--- config.mk ---
export PLATFORM = sky130hd
export DESIGN_NAME = spi_host_arbiter
export DESIGN_NICKNAME = d
export VERILOG_FILES = /design/src/rtl/spi_host_arbiter.sv
export SDC_FILE = /design/constraint.sdc
export NUM_CORES = 1
export LEC_CHECK = 0
export BUFFER_PORTS_ARGS = -buffer_cell sky130_fd_sc_hd__buf_2
export CAP_MARGIN = 20
export CORE_AREA = 5 5 73 55
export CTS_CLUSTER_DIAMETER = 120
export CTS_CLUSTER_SIZE = 28
export DETAILED_ROUTE_END_ITERATION = 10
export DIE_AREA = 0 0 78 60
export PLACE_DENSITY = 0.78
export SYNTH_ARGS = -nofsm -noshare
export SYNTH_HDL_FRONTEND = slang
export SYNTH_SLANG_ARGS = --single-unit
--- constraint.sdc ---
create_clock -name clk_i -period 2.15 [get_ports clk_i]
set_clock_uncertainty 0.1 [all_clocks]
set_input_delay 0.1075 -clock clk_i [delete_from_list [all_inputs] [get_ports clk_i]]
set_output_delay 0.1075 -clock clk_i [all_outputs]
set_load 0.05 [all_outputs]
--- src/rtl/spi_host_arbiter.sv ---
// spi_host_arbiter: round-robin ownership arbiter for one shared SPI host.
// A requester owns the host and its latched chip select for a whole
// transaction. The owner gives the bus back by releasing, by dropping its
// request, or by being revoked after a long idle stretch. The chip select
// stays low until the host drains, and IDLE always lasts at least one cycle
// between two owners.
module spi_host_arbiter #(
    parameter int NReq          = 4,
    parameter int CsNum         = 4,
    parameter int TimeoutCycles = 1024
) (
    input  logic                              clk_i,
    input  logic                              rst_i,
    input  logic [NReq-1:0]                   req_i,
    input  logic [NReq-1:0]                   rel_i,
    input  logic [NReq*$clog2(CsNum)-1:0]     cs_sel_i,
    input  logic                              host_idle_i,
    output logic [NReq-1:0]                   gnt_o,
    output logic [$clog2(NReq)-1:0]           owner_o,
    output logic                              busy_o,
    output logic [CsNum-1:0]                  cs_no,
    output logic                              timeout_o
);

    localparam int OwnW = $clog2(NReq);
    localparam int SelW = $clog2(CsNum);
    localparam int CntW = $clog2(TimeoutCycles + 1);

    typedef enum logic [1:0] {
        ST_IDLE  = 2'd0,
        ST_GRANT = 2'd1,
        ST_DRAIN = 2'd2
    } state_e;

    state_e               state_r, state_s;
    logic [NReq-1:0]      gnt_r, gnt_s;
    logic [OwnW-1:0]      owner_r, owner_s;
    logic [SelW-1:0]      sel_r, sel_s;
    logic [CsNum-1:0]     cs_r, cs_s;
    logic                 busy_r, busy_s;
    logic                 timeout_r, timeout_s;
    logic [OwnW-1:0]      ptr_r, ptr_s;
    logic [CntW-1:0]      cnt_r, cnt_s;

    logic [OwnW-1:0]      pick_s;
    logic [SelW-1:0]      pick_sel_s;
    logic                 owner_rel_s;
    logic                 owner_drop_s;
    logic                 expire_s;

    // First requesting index at or after ptr, wrapping modulo NReq.
    function automatic logic [OwnW-1:0] rr_pick(input logic [NReq-1:0] req,
                                                input logic [OwnW-1:0] ptr);
        logic [OwnW-1:0] pick;
        logic            found;
        logic            hit;
        int              k;
        pick  = {OwnW{1'b0}};
        found = 1'b0;
        for (int i = 0; i < NReq; i++) begin
            k     = (int'(ptr) + i) % NReq;
            hit   = req[k[OwnW-1:0]] & ~found;
            pick  = hit ? k[OwnW-1:0] : pick;
            found = found | hit;
        end
        return pick;
    endfunction

    // Index following idx, wrapping modulo NReq.
    function automatic logic [OwnW-1:0] next_idx(input logic [OwnW-1:0] idx);
        int k;
        k = (int'(idx) + 1) % NReq;
        return k[OwnW-1:0];
    endfunction

    // One-hot grant vector for a requester index.
    function automatic logic [NReq-1:0] onehot(input logic [OwnW-1:0] idx);
        logic [NReq-1:0] v;
        v      = {NReq{1'b0}};
        v[idx] = 1'b1;
        return v;
    endfunction

    // Active-low chip-select pattern with only line sel asserted.
    function automatic logic [CsNum-1:0] cs_decode(input logic [SelW-1:0] sel);
        logic [CsNum-1:0] v;
        v      = {CsNum{1'b1}};
        v[sel] = 1'b0;
        return v;
    endfunction

    assign pick_s       = rr_pick(req_i, ptr_r);
    assign pick_sel_s   = cs_sel_i[pick_s*SelW +: SelW];
    assign owner_rel_s  = rel_i[owner_r];
    assign owner_drop_s = ~req_i[owner_r];
    assign expire_s     = host_idle_i & (cnt_r == CntW'(TimeoutCycles - 1));

    // Next-state and next-output computation for the ownership FSM.
    always_comb begin
        state_s   = state_r;
        gnt_s     = gnt_r;
        owner_s   = owner_r;
        sel_s     = sel_r;
        cs_s      = cs_r;
        busy_s    = busy_r;
        timeout_s = 1'b0;
        ptr_s     = ptr_r;
        cnt_s     = cnt_r;
        case (state_r)
            ST_IDLE: begin
                if (|req_i) begin
                    state_s = ST_GRANT;
                    gnt_s   = onehot(pick_s);
                    owner_s = pick_s;
                    sel_s   = pick_sel_s;
                    cs_s    = cs_decode(pick_sel_s);
                    busy_s  = 1'b1;
                    ptr_s   = next_idx(pick_s);
                    cnt_s   = {CntW{1'b0}};
                end else begin
                    gnt_s  = {NReq{1'b0}};
                    cs_s   = {CsNum{1'b1}};
                    busy_s = 1'b0;
                    cnt_s  = {CntW{1'b0}};
                end
            end
            ST_GRANT: begin
                // A release takes precedence over a coincident expiry.
                if (owner_rel_s || owner_drop_s) begin
                    state_s = ST_DRAIN;
                    gnt_s   = {NReq{1'b0}};
                end else if (expire_s) begin
                    state_s   = ST_DRAIN;
                    gnt_s     = {NReq{1'b0}};
                    timeout_s = 1'b1;
                end else if (host_idle_i) begin
                    cnt_s = cnt_r + CntW'(1);
                end else begin
                    cnt_s = {CntW{1'b0}};
                end
            end
            ST_DRAIN: begin
                // Keep the chip select low until the host has finished.
                if (host_idle_i) begin
                    state_s = ST_IDLE;
                    cs_s    = {CsNum{1'b1}};
                    busy_s  = 1'b0;
                end else begin
                    state_s = ST_DRAIN;
                end
            end
            default: begin
                state_s = ST_IDLE;
                gnt_s   = {NReq{1'b0}};
                cs_s    = {CsNum{1'b1}};
                busy_s  = 1'b0;
                cnt_s   = {CntW{1'b0}};
            end
        endcase
    end

    // FSM state register.
    always_ff @(posedge clk_i or posedge rst_i) begin
        if (rst_i) begin
            state_r <= ST_IDLE;
        end else begin
            state_r <= state_s;
        end
    end

    // Registered outputs, latched selection, priority pointer and idle counter.
    always_ff @(posedge clk_i or posedge rst_i) begin
        if (rst_i) begin
            gnt_r     <= {NReq{1'b0}};
            owner_r   <= {OwnW{1'b0}};
            sel_r     <= {SelW{1'b0}};
            cs_r      <= {CsNum{1'b1}};
            busy_r    <= 1'b0;
            timeout_r <= 1'b0;
            ptr_r     <= {OwnW{1'b0}};
            cnt_r     <= {CntW{1'b0}};
        end else begin
            gnt_r     <= gnt_s;
            owner_r   <= owner_s;
            sel_r     <= sel_s;
            cs_r      <= cs_s;
            busy_r    <= busy_s;
            timeout_r <= timeout_s;
            ptr_r     <= ptr_s;
            cnt_r     <= cnt_s;
        end
    end

    assign gnt_o     = gnt_r;
    assign owner_o   = owner_r;
    assign busy_o    = busy_r;
    assign cs_no     = cs_r;
    assign timeout_o = timeout_r;

endmodule

==> Yosys cells after proc, flatten, opt, wreduce, memory -nomap -nowiden <==
Index checks and enable logic that the tools add are counted.
{ "totals": {"regBits": 27, "in_bits": 19, "out_inout_bits": 12, "wordCells": 96} }
{ "op_classes": {"addsub": 5, "n_lt_le_gt_ge": 9, "eq_ne": 8, "n_shift": 1, "mux": 42, "bitwise": 13, "n_reduce_logical": 10} }
{ "ops": {"columns": ["cell", "n"], "rows": [
  ["two-way mux 11 bit", 3],
  ["one-hot mux 4 bit (3 select lines)", 2],
  ["one-hot mux 11 bit (2 select lines)", 1],
  ["less-than comparator 2 x 3 -> 1 bit, second input constant", 7],
  ["two-way mux 4 bit", 5],
  ["two-way mux 2 bit", 8],
  ["two-way mux 1 bit", 13],
  ["binary-select mux 1 bit (select 2 bit)", 6],
  ["adder 11 x 1 -> 11 bit, second input constant", 1],
  ["equality test 11 x 10 -> 1 bit, second input constant", 1],
  ["inequality test 2 bit, second input constant", 4],
  ["AND reduction 2 bit", 4],
  ["indexed part select 8 x 4 -> 2 bit", 1],
  ["inverter 1 bit", 6],
  ["one-hot mux 2 bit (3 select lines)", 1],
  ["adder 2 x 1 -> 2 bit, second input constant", 2],
  ["adder 2 bit, second input constant", 2],
  ["bitwise AND 1 bit", 4],
  ["demux 1 bit (select 2 bit)", 2],
  [">= comparator 2 x 1 -> 1 bit, second input constant", 2],
  ["inverter 4 bit", 1],
  ["OR reduction 4 bit", 1],
  ["inequality test 3 bit, second input constant", 1],
  ["one-hot mux 1 bit (3 select lines)", 1],
  ["other kinds (7)", 9]
]} }

==> Depth between registers and ports, before layout <==
{ "logic_depth": {"depth_word": 19, "depth_mapped": 8, "depth_no_buf": 7} }

==> Worst setup path before layout <==
No wires, ideal clock.
{ "synth_timing": {"path_type": "register to register", "from": "register cnt_r[0]", "to": "register cnt_r[4]", "setup_ns": 0.128, "arrival_time_ns": 1.799, "t_required_ns": 1.922, "slack_ns": 0.123, "path_stages_with_launch": 9, "path_buffers": 1, "period_less_slack_ns": 2.027, "path_cell_list": "dfrtp_1 > ha_1 > nand3_1 > or4_4 > nand4_2 > buf_6 > nor2_1 > o21ai_0 > o31ai_1"} }
{ "synth_via": {"elab_chain_len": 5, "elab_cells_between_ends": 9, "classes_between": "1 x add/sub; 2 x eq/ne; 4 x mux; 1 x bitwise; 1 x reduce/logical"} }
{ "synth_rtl": {"columns": ["item", "line", "source"], "rows": [
  ["from (decl)", "43", "logic [CntW-1:0] cnt_r, cnt_s;"],
  ["from (signal assigned)", "181", "cnt_r <= {CntW{1'b0}};"],
  ["from (signal assigned)", "190", "cnt_r <= cnt_s;"],
  ["adder 11 x 1 -> 11 bit", "137", "cnt_s = cnt_r + CntW'(1);"],
  ["two-way mux 11 bit", "136", "end else if (host_idle_i) begin"],
  ["two-way mux 11 bit", "132", "end else if (expire_s) begin"],
  ["two-way mux 11 bit", "129", "if (owner_rel_s || owner_drop_s) begin"],
  ["one-hot mux 11 bit (2 select lines)", "109", "case (state_r)"]
]} }
Parallel ways exist; a longest one is shown, timed or not. The select of a mux whose other input is x is not followed.
A chain may end at the register's enable or synchronous reset.

==> Worst setup path after layout <==
{ "layout_timing": {"from": "register cnt_r[0]", "to": "register cnt_r[2]"} }
The elaborated chain is that of the path after synthesis.

==> results.yml <==
logic_synthesis:
  synth_simple_gate_area_share_pct: 16.86
  synth_compound_gate_area_share_pct: 21.76
  synthXorXnorAreaFrac_pct: 0.5814
  syn_inst: 145
  synth_top_family_by_area: "compound AO/OA/AOI/OAI gates"
  synth_flop_cell: "dfrtp_1"
  synthAdderAreaFrac_pct: 4.153
  ys.warnings.count: 0
  synth_area_mm2: 0.001506
  synth_seq_cells: 27
  synth-edff-count: 0
  avgSynthCellArea_um2: 10.39
  synth_cell_types: 39
  ys_async_sr_fraction_pct: 100.0
  ys_seq_area_share_pct: 45.18
  syn_nets: 169
  synth_mux_area_share_pct: 7.724
job:
  cap_violations: 0
place:
  portBuffers: 30
  dp_cells: 221
  dpl.hpwl_mm: 2.695
  finalWeightedCongestion: 0.8746
  placed_area_mm2: 0.001744
setup_path:
  crit_fanout: 6
  cpMostUsedCell: "o21ai_0"
  crit_type: "reg2reg"
  cp_slowest_stage_delay_ps: 460
  crit_buf_inv: 0
  cp-start-kind: "flop"
  slowest_stage: "or4_4"
  crit_family: "simple AND/OR/NAND/NOR gates"
  critPathCaptureType: "flop"
  arrival_ps: 2130
  crit_required_ps: 2230
  crit_chain: "ha_2 -> nand3_1 -> or4_4 -> and2_4 -> o21ai_4 -> o21ai_0 -> o21ai_0"
floorplanning:
  placementRows: 18
  placeableCoreArea_mm2: 0.003311
  ioPinCount: 31
  die_w_um: 78
  dieHeight_um: 60
  start_util_pct: 45.50
  die_area_mm2: 0.004680
global_route:
  grt_pass1_wl_mm: 5.982
  grt_pass1_vias: 1298
  grt_max_degree: 28
  antenna_found_initial: 0
  overflow: 0
  grtUsageTotal_pct: 15.87
final_layout:
  drive_above_1_share_pct: 32.80
  areaGrowthSynthToFinish_pct: 22.09
  fill_cells: 298
  finalNetCount: 214
  num_antenna_cells: 0
  instances_no_fill: 229
  post-route-cell-area_mm2: 0.001839
drt:
  routed-wl-met2_mm: 1.733
  wl_met3_um: 229
  post-route-drc-count: 0
  ant_nets: 0
  top_layer: "met4"
  wire_per_inst_um: 15.79
  firstDrtPassIters: 4
  routed_wl_mm: 3.615
  drt-met1-wl_mm: 1.593
  vias: 1328
  viasPerCell: 5.799
  drtIter0Drc: 62
sta:
  setup-tns-final_ps: 0
  setup_viol: 0
  worst_pin_slew_ps: 371.3
  max_freq_mhz: 488.7
  final.min_clock_period_ps: 2046
  slew_headroom_pct: 74.54
  final-hold-violation-count: 0
  fin_crit_sh_pct: 95.16
  drv_slew: 0
clock_tree:
  cts-htree-levels: 1
  cts.path.max_buffers: 2
  clkSinkCount: 27
  cts_tree: "yes"
  cts-root-buf: "clkbuf_8"
  cts_buffers: 3
  clkLatencyLatePin_ps: 270
  clk_pin_slew_ps: 100
pwr:
  power.density_mw_per_mm2: 1209
  p_total_uw: 2223
  peakVddDrop_mv: 0.5556
  p_leak_uw: 0.0008556
status:
  status: "complete, no violations"
worst_hold_path:
  min_path_type: "in2reg"
## metrics by stage
| stage | util, % | hold WS (ps) | setup WS [ps] |
|---|---|---|---|
| 2_1_floorplan | - | 57.25 | 122.9 |
| 3_3_place_gp | 52.68 | 78.60 | 124.2 |
| 3_5_place_dp | 52.68 | 84.49 | 60.95 |
| 4_1_cts | 54.50 | 25.28 | 34.64 |
| 5_1_grt | 55.56 | 50.49 | -78.84 |
| 6_report | 55.56 | 52.71 | 104.0 |
## kinds of logic (layout without fill, tap and decap cells)
logic type | after synthesis | in the layout
buffers and inverters | 11 | 54
XOR/XNOR | 1 | 1
adder cells (fa/ha/maj) | 5 | 5
flip-flops | 27 | 27
AND/OR/NAND/NOR | 47 | 47
multiplexers | 10 | 10
AO/OA/AOI/OAI | 44 | 45
## cell usage in the layout, fill, tap and decap left out, types with 2 or more instances in the layout
master / count
a21oi_1: 4
a22o_1: 4
a31oi_1: 3
and3_1: 2
and4_1: 2
buf_2: 30
buf_4: 10
clkbuf_8: 3
dfrtp_1: 23
dfstp_2: 4
ha_1: 4
inv_1: 9
mux2_2: 3
mux2i_1: 6
nand2_1: 13
nand2b_1: 4
nand3_1: 5
nor2_1: 9
nor2b_1: 7
o21ai_0: 13
o22ai_1: 3
o31ai_1: 4
o32a_1: 2
## power by group
group	switching [uW]	internal (uW)	leakage (uW)
sequential	98.3	648	0.000347
clock	162	136	0.0000261
combinational	770	409	0.000483
## layer usage
| metal | up-vias | track usage (%) |
|---|---|---|
| met4 | 0 | 4.337 |
| met1 | 649 | 20.13 |
| li1 | 621 | - |
| met5 | - | 0 |
| met2 | 50 | 27.23 |
| met3 | 8 | 4.066 |
## worst paths after layout
path	cells past startpoint	end	slack, ps	from
worst max-delay path	7	cnt_r[2]$_DFFE_PP0P_	100	cnt_r[0]$_DFFE_PP0P_
worst min-delay path	2	state_r[1]$_DFFE_PP0P_	50	host_idle_i
worst max register to register	7	cnt_r[2]$_DFFE_PP0P_	100	cnt_r[0]$_DFFE_PP0P_
worst min register to register	2	cs_no[1]$_DFFE_PP1P_	400	cs_no[1]$_DFFE_PP1P_
max in group asynchronous	4	cs_no[3]$_DFFE_PP1P_	1340	rst_i
min in group asynchronous	4	cnt_r[9]$_DFFE_PP0P_	310	rst_i
## cell usage after synthesis, drive strengths merged, types with 2 or more instances
| library cell | n | area, um^2 |
|---|---|---|
| a21oi | 5 | 28.78 |
| a22o | 4 | 35.03 |
| a31oi | 3 | 18.77 |
| and3 | 2 | 12.51 |
| and4 | 2 | 17.52 |
| buf | 2 | 22.52 |
| dfrtp | 23 | 575.6 |
| dfstp | 4 | 105.1 |
| ha | 5 | 62.56 |
| inv | 9 | 33.78 |
| mux2 | 3 | 33.78 |
| mux2i | 6 | 60.06 |
| nand2 | 13 | 48.80 |
| nand2b | 4 | 25.02 |
| nand3 | 5 | 25.02 |
| nor2 | 9 | 33.78 |
| nor2b | 7 | 43.79 |
| o21ai | 14 | 81.33 |
| o22ai | 3 | 18.77 |
| o31ai | 4 | 30.03 |
| o32a | 2 | 20.02 |
## what timing repair did
action | in CTS | in global routing
resized for setup | 0 | 2
hold endpoints to repair | 23 | 0
hold buffers | 1 | 0
setup buffers | 0 | 2
setup endpoints to repair | 0 | 13
## flip-flops by register name (all words and copies together) (netlist names)
name,cells
cnt_r,11
ptr_r,2
owner_o,2
state_r,2
gnt_o,4
timeout_o,1
busy_o,1
cs_no,4
## area by class of cell
cell class,count,area [um^2],area share (%)
multi-input cells,108,789.5,42.93
clock buffers,3,41.29,2.245
repair buffers,41,235.2,12.79
clock inverters,1,8.758,0.4762
well taps,40,50.05,2.721
flip-flops and latches,27,680.7,37.01
inverters,9,33.78,1.837
No activity file was read; power rests on OpenSTA's default activity.
